File: src/rtl/register_scoreboard_if.sv
// Hazard scoreboard interface: ID-stage write info, pipeline enable/flush
// strobes in, per-register hazard codes and drain status out.
interface register_scoreboard_if;
    logic                regwrite_cur;
    logic [2:0]          regwrite_adr_id;
    logic                from_main_mem_id;
    logic                en_idex;
    logic                flush_idex;
    logic                en_exmem;
    logic                flush_exmem;
    logic                en_memwb;
    logic                flush_memwb;
    logic [7:0][2:0]     register_invalid;
    logic                pipe_empty;

    // Controller / pipeline side
    modport master (
        output regwrite_cur, regwrite_adr_id, from_main_mem_id,
        output en_idex, flush_idex, en_exmem, flush_exmem, en_memwb, flush_memwb,
        input  register_invalid, pipe_empty
    );

    // Scoreboard side
    modport slave (
        input  regwrite_cur, regwrite_adr_id, from_main_mem_id,
        input  en_idex, flush_idex, en_exmem, flush_exmem, en_memwb, flush_memwb,
        output register_invalid, pipe_empty
    );
endinterface

File: src/rtl/register_scoreboard.sv
// Pipeline hazard scoreboard for the 16-bit 5-stage core.
// Tracks the destination register of in-flight writes in EX, MEM and WB and
// decodes a per-register hazard code for the controller.
// Optional feature macro: SCOREBOARD_WB_BYPASS_EN -- when defined, a WB-only
// match reports 0 (write-through register file); otherwise it reports 1.
module register_scoreboard (
    input  logic                  clk,
    input  logic                  reset_n,
    register_scoreboard_if.slave  sb
);
    typedef struct packed {
        logic       v;
        logic [2:0] dst;
        logic       ld;
    } tag_t;

    typedef struct packed {
        logic       v;
        logic [2:0] dst;
    } wb_tag_t;

    localparam logic [2:0] CODE_NONE    = 3'd0;
    localparam logic [2:0] CODE_LD_STALL = 3'd1;
    localparam logic [2:0] CODE_FWD_EX  = 3'd2;
    localparam logic [2:0] CODE_FWD_MEM = 3'd3;
`ifdef SCOREBOARD_WB_BYPASS_EN
    localparam logic [2:0] CODE_WB      = 3'd0;
`else
    localparam logic [2:0] CODE_WB      = 3'd1;
`endif

    tag_t            r_ex;
    tag_t            r_mem;
    wb_tag_t         r_wb;
    logic [7:0][2:0] w_register_invalid;
    logic            w_pipe_empty;

    // EX tag: flush inserts a bubble, enable captures the ID instruction.
    // NOTE: sequential state uses non-blocking assignments so every tag
    // samples the pre-edge value of the stage before it.
    always_ff @(posedge clk or negedge reset_n) begin
        if (!reset_n) begin
            r_ex <= '0;
        end else if (sb.flush_idex) begin
            r_ex.v <= 1'b0;
        end else if (sb.en_idex) begin
            r_ex <= '{v: sb.regwrite_cur, dst: sb.regwrite_adr_id, ld: sb.from_main_mem_id};
        end
    end

    // MEM tag: follows the EX tag.
    always_ff @(posedge clk or negedge reset_n) begin
        if (!reset_n) begin
            r_mem <= '0;
        end else if (sb.flush_exmem) begin
            r_mem.v <= 1'b0;
        end else if (sb.en_exmem) begin
            r_mem <= r_ex;
        end
    end

    // WB tag: follows the MEM tag; the load flag is irrelevant here.
    always_ff @(posedge clk or negedge reset_n) begin
        if (!reset_n) begin
            r_wb <= '0;
        end else if (sb.flush_memwb) begin
            r_wb.v <= 1'b0;
        end else if (sb.en_memwb) begin
            r_wb <= '{v: r_mem.v, dst: r_mem.dst};
        end
    end

    // Decode per-register codes from registered tags only, youngest match first.
    // NOTE: outputs get a default before the loop so no path leaves them
    // unassigned, which would otherwise infer a latch.
    always_comb begin
        w_register_invalid = '0;
        for (int r = 0; r < 8; r++) begin
            if (r_ex.v && (r_ex.dst == 3'(r))) begin
                w_register_invalid[r] = r_ex.ld ? CODE_LD_STALL : CODE_FWD_EX;
            end else if (r_mem.v && (r_mem.dst == 3'(r))) begin
                w_register_invalid[r] = CODE_FWD_MEM;
            end else if (r_wb.v && (r_wb.dst == 3'(r))) begin
                w_register_invalid[r] = CODE_WB;
            end else begin
                w_register_invalid[r] = CODE_NONE;
            end
        end
    end

    assign w_pipe_empty         = !(r_ex.v || r_mem.v || r_wb.v);
    assign sb.register_invalid  = w_register_invalid;
    assign sb.pipe_empty        = w_pipe_empty;
endmodule

File: src/flat_wrapper.sv
// flat-port wrapper written by rule: the top's interface ports become plain ports
module register_scoreboard_flat 
  (clk, reset_n, sb_regwrite_cur, sb_regwrite_adr_id, sb_from_main_mem_id, sb_en_idex, sb_flush_idex, sb_en_exmem, sb_flush_exmem, sb_en_memwb, sb_flush_memwb, sb_register_invalid, sb_pipe_empty);
  register_scoreboard_if sb_i ();
  input  logic clk;
  input  logic reset_n;
  input wire logic [$bits(sb_i.regwrite_cur)-1:0] sb_regwrite_cur;
  input wire logic [$bits(sb_i.regwrite_adr_id)-1:0] sb_regwrite_adr_id;
  input wire logic [$bits(sb_i.from_main_mem_id)-1:0] sb_from_main_mem_id;
  input wire logic [$bits(sb_i.en_idex)-1:0] sb_en_idex;
  input wire logic [$bits(sb_i.flush_idex)-1:0] sb_flush_idex;
  input wire logic [$bits(sb_i.en_exmem)-1:0] sb_en_exmem;
  input wire logic [$bits(sb_i.flush_exmem)-1:0] sb_flush_exmem;
  input wire logic [$bits(sb_i.en_memwb)-1:0] sb_en_memwb;
  input wire logic [$bits(sb_i.flush_memwb)-1:0] sb_flush_memwb;
  output wire logic [$bits(sb_i.register_invalid)-1:0] sb_register_invalid;
  output wire logic [$bits(sb_i.pipe_empty)-1:0] sb_pipe_empty;
  assign sb_i.regwrite_cur = sb_regwrite_cur;
  assign sb_i.regwrite_adr_id = sb_regwrite_adr_id;
  assign sb_i.from_main_mem_id = sb_from_main_mem_id;
  assign sb_i.en_idex = sb_en_idex;
  assign sb_i.flush_idex = sb_flush_idex;
  assign sb_i.en_exmem = sb_en_exmem;
  assign sb_i.flush_exmem = sb_flush_exmem;
  assign sb_i.en_memwb = sb_en_memwb;
  assign sb_i.flush_memwb = sb_flush_memwb;
  assign sb_register_invalid = sb_i.register_invalid;
  assign sb_pipe_empty = sb_i.pipe_empty;
  register_scoreboard u_core (.clk(clk), .reset_n(reset_n), .sb(sb_i));
endmodule
File: config.mk
export PLATFORM = sky130hd
export DESIGN_NAME = register_scoreboard_flat
export DESIGN_NICKNAME = d
export VERILOG_FILES = /design/src/rtl/register_scoreboard_if.sv /design/src/rtl/register_scoreboard.sv /design/src/flat_wrapper.sv
export SDC_FILE = /design/constraint.sdc
export NUM_CORES = 1
export LEC_CHECK = 0
export CORE_MARGIN = 10
export CORE_UTILIZATION = 40
export CTS_CLUSTER_DIAMETER = 200
export DETAILED_ROUTE_END_ITERATION = 10
export GPL_ROUTABILITY_DRIVEN = 0
export PLACE_DENSITY = 0.85
export SLEW_MARGIN = 30
export SYNTH_ARGS = -nofsm -noshare
export SYNTH_HDL_FRONTEND = slang
export SYNTH_SLANG_ARGS = --single-unit
File: constraint.sdc
create_clock -name clk -period 3.8 [get_ports clk]
set_input_delay 0.76 -clock clk [delete_from_list [all_inputs] [get_ports clk]]
set_output_delay 0.76 -clock clk [all_outputs]
set_load 0.1 [all_outputs]
== After elaboration in Yosys (flattened, before gate mapping) ==
Cells that the tools add are included.

* $add $sub $neg: 0
* Multipliers: 0
* Divide/modulo/power cells: 0
* Order comparisons: 0
* Eq/ne operators: 21
* Shifts and indexed selects: 0
* Muxes and demuxes: 31
* Bitwise operators: 3
* Reductions and logical operators: 36

{| class="wikitable"
|+ Operators with widths
! cell !! count
|-
| 2-to-1 mux 3 bit || 16
|-
| == test 3 bit (second input constant) || 12
|-
| logical AND 1 bit || 24
|-
| == test 3 x 2 -> 1 bit (second input constant) || 6
|-
| 2-to-1 mux 1 bit || 11
|-
| 2-to-1 mux 5 bit || 2
|-
| == test 3 x 1 -> 1 bit (second input constant) || 3
|-
| logical NOT 3 bit || 3
|-
| AND reduction 2 bit || 3
|-
| nonzero test 2 bit || 3
|-
| 2-to-1 mux 4 bit || 1
|-
| inverter 1 bit || 3
|-
| logical OR 1 bit || 2
|-
| 2-to-1 mux 2 bit || 1
|-
| logical NOT 1 bit || 1
|}

* Flip-flop bits (word level): 14
* Bits in latches: 0
* Bits in writable memories: 0
* ROM bits: 0
* Input bits: 13
* Output and inout bits: 25
* Logic and storage cells: 99
* Memories kept: 0

== Longest topological paths before layout ==
Gate-level depths: netlist of run 1.

* Depth after elaboration: 5
* Gate-level depth with buffers: 5
* Mapped depth without buffers: 3

== Least setup slack after synthesis of run 1 ==
OpenSTA, ideal clock, no wires.

* Kind: register to output
* Start: register u_core.r_mem[4] (netlist name)
* End: output port sb_pipe_empty
* Data arrival time: 2.560 ns
* Required time: 3.040 ns
* Setup slack: 0.480 ns
* Stages on the path, launching flop included: 3
* Buffers on the path: 1
* Cells stage by stage: dfrtp_1 -> buf_2 -> nor3_1

* Longest elaborated chain between the ends: 3

{| class="wikitable"
|+ RTL lines
! item !! RTL line !! text
|-
| start: declaration || register_scoreboard.sv:33 || <nowiki>tag_t r_mem;</nowiki>
|-
| start signal: assignment || register_scoreboard.sv:58 || <nowiki>r_mem <= r_ex;</nowiki>
|-
| logical OR 1 bit (2 in series) || register_scoreboard.sv:91 || <nowiki>assign w_pipe_empty = !(r_ex.v || r_mem.v || r_wb.v);</nowiki>
|-
| logical NOT 1 bit || register_scoreboard.sv:91 ||
|-
| end: declaration || flat_wrapper.sv:17 || <nowiki>output wire logic [$bits(sb_i.pipe_empty)-1:0] sb_pipe_empty;</nowiki>
|}

No other way between the ends.

== Worst setup path in the final report of run 1 ==
* Start: register u_core.r_ex[4] (netlist name)
* End: output port sb_register_invalid[1]

* Longest elaborated chain between the ends: 2

{| class="wikitable"
|+ RTL lines
! item !! RTL line !! text
|-
| start: declaration || register_scoreboard.sv:32 || <nowiki>tag_t r_ex;</nowiki>
|-
| start signal: assignment || register_scoreboard.sv:47 || <nowiki>r_ex <= '{v: sb.regwrite_cur, dst: sb.regwrite_adr_id, ld: sb.from_main_mem_id};</nowiki>
|-
| logical AND 1 bit || register_scoreboard.sv:79 || <nowiki>if (r_ex.v && (r_ex.dst == 3'(r))) begin</nowiki>
|-
| 2-to-1 mux 3 bit || register_scoreboard.sv:79 ||
|-
| end: declaration || flat_wrapper.sv:16 || <nowiki>output wire logic [$bits(sb_i.register_invalid)-1:0] sb_register_invalid;</nowiki>
|}

No other way between the ends.

==> flow_summary.json, run 1 <==
{
  "ir_drop_mv": 0.291,
  "die_h_um": 68.9,
  "avgSynthCellArea_sq_um": 9.29,
  "numCtsBuffers": 3,
  "first_pass_iters": 6,
  "antenna_found_initial": 0,
  "cts.sinks": 13,
  "syn-cell-area_sq_um": 957,
  "hpwlAfterDp_mm": 2.01,
  "die_w_um": 68.9,
  "grt_pass1_wl_mm": 4.01,
  "grt_pass1_vias": 887,
  "nNetsFinal": 142,
  "endpoint_kind": "output port",
  "slew_viol_final": 0,
  "cp_max_fo": 11,
  "post-route-period-util_pct": 70.4,
  "worstMarginPinSlew_ns": 0.565,
  "p_int_mw": 0.264,
  "p_sw_mw": 0.222,
  "yosysSeqAreaShare_pct": 34.0,
  "fin_setup_tns_ns": 0,
  "cpMaxStageDelayCell": "dfrtp_1",
  "worst_slack_ns": 1.13,
  "track_usage_pct": 10.7,
  "num_antenna_cells": 0,
  "maxCapViolations": 0,
  "p_sw_share_pct": 45.7,
  "ctsResizeCount": 0,
  "initial_core_util_pct": 42.5,
  "critPathMaxStageDelay_ns": 0.57,
  "fillers": 222,
  "vias": 868,
  "pwr-share-comb_pct": 37.9,
  "overflow": 0,
  "io_buffers": 29,
  "wl_per_cell_um": 15.9,
  "drt-total-wl_mm": 2.49,
  "startpoint_type": "flip-flop",
  "cts_setup_buffers": 0,
  "synth_seq_cells": 13,
  "p_seq_share_pct": 45.2,
  "dp_slack_ns": 1.44,
  "final_common_cell": "buf_4",
  "cp.arrival_ns": 1.91,
  "status": "completed",
  "ant_nets": 0,
  "layout-drive-gt1-share_pct": 25.8,
  "dr.first_iter.drc_count": 40,
  "ctsRootBufferMaster": "clkbuf_4",
  "route.detailed.drc": 0,
  "synth_warnings": 0,
  "relSlewSlack_pct": 62.2,
  "crit_chain": "or4b_4 -> nor2_2 -> a31o_1 -> buf_4",
  "final_cell_mix": "17 x buf_4, 13 x dfrtp_1, 12 x clkdlybuf4s50_1",
  "die_area_sq_um": 4750,
  "layout_min_cycle_time_ns": 2.67,
  "power_density_nw_per_um2": 406,
  "clk_pin_slew_ns": 0.07,
  "max_freq_ghz": 0.374,
  "syn_inst": 103,
  "core_area_sq_um": 2250,
  "finalHoldViolCount": 0,
  "area_growth_pct": 25.2,
  "hold_buffers": 0,
  "clock-skew-final_ns": 0.000500,
  "rsz0062_at_grt": "no",
  "clock_path_buffers": 2,
  "io_pins": 38,
  "yosysUniqueCellTypes": 26,
  "grt_max_degree": 15,
  "h-tree-depth": 1,
  "min_path_type": "reg -> reg",
  "cts_tree": "built",
  "worst_ep_required_time_ns": 3.04,
  "p_leak_nw": 0.538,
  "worstSetupPathType": "reg -> out",
  "clk_latency_ns": 0.27,
  "viasPerCell": 5.56,
  "rows": 17,
  "clkPwrFrac_pct": 16.9,
  "finalSetupViolCount": 0
}
## critical path: cells and delay by family, from the launching register on
| family | cells | cell delay, ns |
|---|---|---|
| simple gates | 2 | 0.65 |
| flops | 1 | 0.57 |
| buf+inv | 1 | 0.29 |
| compound gates | 1 | 0.13 |
## per-stage QoR
step / cells / utilization [%] / total power [mW] / hold WS (ns) / instance area, sq um
after CTS: 156 / 53.2 / 0.488 / 0.636 / 1200
final: 156 / 53.2 / 0.486 / 0.635 / 1200
after global routing: 156 / 53.2 / 0.512 / 0.693 / 1200
after global placement: 152 / 52.0 / 0.402 / 0.606 / 1170
after detailed placement: 152 / 52.0 / 0.405 / 0.619 / 1170
after floorplan: 110 / - / 0.363 / 0.464 / 983
## power groups by stage
stage                     logic [mW]  registers [mW]  clock network (mW)
after floorplan                0.172           0.191                   0
after global placement         0.183           0.219                   0
after detailed placement       0.185           0.221                   0
after CTS                      0.185           0.218              0.0850
after global routing           0.194           0.228              0.0906
final                          0.184           0.220              0.0822
## state kept, by name, summed over array words and instances (netlist names)
signal / count
u_core.r_ex: 5
u_core.r_mem: 4
u_core.r_wb: 4
## final timing paths
check	from	endpoint	slack, ns	cells past startpoint
max	u_core.r_ex[4]	sb_register_invalid[1]	1.13	4
min	u_core.r_wb[0]	u_core.r_wb[0]	0.64	1
max reg2reg	u_core.r_ex[0]	u_core.r_ex[0]	2.81	1
min reg2reg	u_core.r_wb[0]	u_core.r_wb[0]	0.64	1
max in group asynchronous	reset_n	u_core.r_ex[0]	2.59	1
min in group asynchronous	reset_n	u_core.r_wb[0]	0.85	1
## routing by layer
metal / wire [um] / GRT usage [%]
met3: 345 / 3.06
met5: 0 / 0
met4: 36 / 4.43
met1: 1010 / 13.2
met2: 1100 / 17.2
## cells in the mapped netlist
cell type	number	share of area (%)
dfrtp_1	13	34
nor2_1	11	4.3
mux2_2	10	12
buf_4	9	7.1
mux2i_1	8	8.4
nor2b_1	8	5.2
nand3_1	7	3.7
a31oi_1	5	3.3
a21oi_1	3	1.6
buf_2	3	1.6
clkbuf_1	3	1.2
nand4_1	3	2.0
nand4b_1	3	2.7
a22oi_1	2	1.6
a31o_1	2	1.8
nand2_1	2	0.78
nand4bb_1	2	2.4
a31o_2	1	0.92
a32oi_1	1	0.92
conb_1	1	0.39
nand2b_1	1	0.65
nor2_2	1	0.65
nor3_1	1	0.52
nor4_1	1	0.65
or3_1	1	0.65
or4b_4	1	1.4
## area by class of cell
type	instances	area (sq um)	share of cell area [%]
Clock buffer	4	26.3	2.19
Multi-Input combinational cell	82	564	47.1
Sequential cell	13	325	27.1
Tap cell	28	35.0	2.92
Timing Repair Buffer	29	248	20.7
## kinds of logic (layout without fill, tap and decap cells)
| family | after synthesis | count (layout) | synth area share [%] |
|---|---|---|---|
| simple gates | 42 | 42 | 25.6 |
| mux | 18 | 18 | 20.1 |
| buf+inv | 15 | 33 | 9.80 |
| compound gates | 14 | 14 | 10.1 |
| flops | 13 | 13 | 34.0 |
| other cells | 1 | 8 | 0.392 |
No activity file was read; power rests on OpenSTA's default activity.
==> inputs of run 2 (changes only) <==
- CORE_UTILIZATION: 40 -> 38
- PLACE_DENSITY: 0.85 -> 0.84
- clock period: 3.8 -> 2.35 ns (I/O delays scaled with it)
==> run 2 against run 1 <==
Compared with the run above: critical path depth stayed put; sequential power grew 55%; sequential share of layout area shrank 5.7 points; register-to-register slack worse by 1.4 ns; via count rose by 1.2%; worst hold slack lost 0.062 ns; wire length rose by 7.8%; total power increased by 76%; combinational power increased by 110%; design area up 29%; final cell count up 6.4%; clock-buffer cell count decreased by 1; largest cell class unchanged.
==> flow_summary.json, run 2 (synthesized netlist as in run 1, its figures left out) <==
{
  "status": "completed",
  "grt_pass1_wl_mm": 4.32,
  "grt_pass1_vias": 875,
  "wl_per_cell_um": 16.2,
  "die_w_um": 70.2,
  "clk_pin_slew_ns": 0.08,
  "cts.sinks": 13,
  "hold_buffers": 0,
  "rrSetupSlack_ns": 1.38,
  "finalSetupViolCount": 0,
  "area_growth_pct": 61.0,
  "drt-total-wl_mm": 2.68,
  "final_common_cell": "buf_12",
  "io_buffers": 29,
  "cp_top_family": "simple AND/OR/NAND/NOR gates",
  "viasPerCell": 5.29,
  "die_area_sq_um": 4930,
  "num_antenna_cells": 0,
  "initial_core_util_pct": 39.4,
  "dpl_cell_area_sq_um": 1470,
  "max_freq_ghz": 0.432,
  "fin_setup_tns_ns": 0,
  "relSlewSlack_pct": 59.6,
  "first_pass_iters": 4,
  "numCtsBuffers": 3,
  "rows": 18,
  "finalHoldViolCount": 0,
  "vias": 878,
  "post-route-period-util_pct": 98.5,
  "power_density_nw_per_um2": 555,
  "final_cell_mix": "16 x buf_12, 12 x clkdlybuf4s50_1, 11 x nor2_1",
  "slew_viol_final": 0,
  "p_leak_nw": 0.610,
  "hpwlAfterDp_mm": 2.16,
  "cpMaxStageDelayCell": "or4b_4",
  "cp.arrival_ns": 1.85,
  "ant_nets": 0,
  "layout_min_cycle_time_ns": 2.32,
  "p_total_mw": 0.855,
  "clk_latency_ns": 0.27,
  "dr.first_iter.drc_count": 23,
  "core_area_sq_um": 2430,
  "multi_input_area_sq_um": 638,
  "critPathMaxStageDelay_ns": 0.60,
  "die_h_um": 70.2,
  "worst_ep_required_time_ns": 1.88,
  "dp_slack_ns": 0.276,
  "nNetsFinal": 150,
  "route.detailed.drc": 0,
  "largest_register": "u_core.r_ex",
  "clock_path_buffers": 2,
  "clock-skew-final_ns": 0.000412,
  "critPathBufInv": 1,
  "cp_max_fo": 6,
  "ff_latch_area_sq_um": 330,
  "maxCapViolations": 0,
  "fillers": 199,
  "largest_register_ffs": 5,
  "startpoint_type": "flip-flop",
  "antenna_found_initial": 0,
  "h-tree-depth": 1,
  "worstSetupPathType": "reg -> out",
  "ctsRootBufferMaster": "clkbuf_4",
  "min_path_type": "in -> async",
  "worst_slack_ns": 0.0349,
  "io_pins": 38,
  "track_usage_pct": 10.1,
  "overflow": 0,
  "top_regs": "u_core.r_ex: 5 flops, u_core.r_mem: 4 flops, u_core.r_wb: 4 flops",
  "endpoint_kind": "output port",
  "ir_drop_mv": 0.503,
  "crit_chain": "or4b_4 -> nor2_4 -> a31o_1 -> buf_12",
  "final_area_sq_um": 1540,
  "layout-drive-gt1-share_pct": 41.9,
  "grt_max_degree": 14,
  "cts_tree": "built",
  "worstMarginPinSlew_ns": 0.604
}
[run 2: changes by cell type in the layout (fill, tap and decap cells not counted), sizes merged]
cell	change
buf	+8
clkinv	+1
clkbuf	-1
[run 2: metrics by stage]
stage | std cells | hold WS (ns) | utilization (%)
floorplan | 110 | 0.174 | -
global placement | 157 | 0.595 | 60.3
detailed placement | 157 | 0.609 | 60.3
CTS | 161 | 0.566 | 61.7
global route | 166 | 0.603 | 63.4
finish | 166 | 0.573 | 63.4
[run 2: report_power, final]
group	total (mW)	internal, mW	switching (mW)
logic	0.378	0.144	0.234
clock network	0.135	0.0630	0.0721
registers	0.342	0.267	0.0751
total	0.855	0.474	0.381
[run 2: final cells by class]
cell class	count	share of cell area, %
clock buffers	3	1.46
clock inverters	1	0.325
multi-input cells	82	41.4
flip-flops and latches	13	21.4
well taps	30	2.44
repair buffers	37	33.0
[run 2: path summary, 6_finish.rpt]
kind | from | to | cells after the start
setup / recovery | u_core.r_ex[3] | sb_register_invalid[1] | 4
hold / removal | reset_n | u_core.r_mem[2] | 1
setup reg to reg | u_core.r_ex[1] | u_core.r_ex[1] | 2
hold reg to reg | u_core.r_ex[1] | u_core.r_mem[1] | 1
max in group asynchronous | reset_n | u_core.r_ex[1] | 1
min in group clk | u_core.r_ex[1] | u_core.r_mem[1] | 1
[run 2: worst register-to-register path, delay by kind of cell, from the launching register on]
family / cells / cell delay [ns]
DFF: 1 / 0.44
muxes: 1 / 0.26
buffers and inverters: 1 / 0.16
[run 2: what timing repair did]
item / CTS / global route
setup buffers: 0 / 5
setup endpoints to repair: 1 / 1
endpoints found under the hold margin: 0 / 0
gates resized for setup: 3 / 2
pin swaps: 0 / 1
[run 2: layer usage]
layer	up-vias	part of all wire [%]	track usage, %	wire [um]
met5	-	0	0	0
met4	0	0	2.85	0
met3	0	9.9	3.67	265
met2	37	49	16.5	1320
met1	415	41	12.1	1090
li1	426	-	-	-
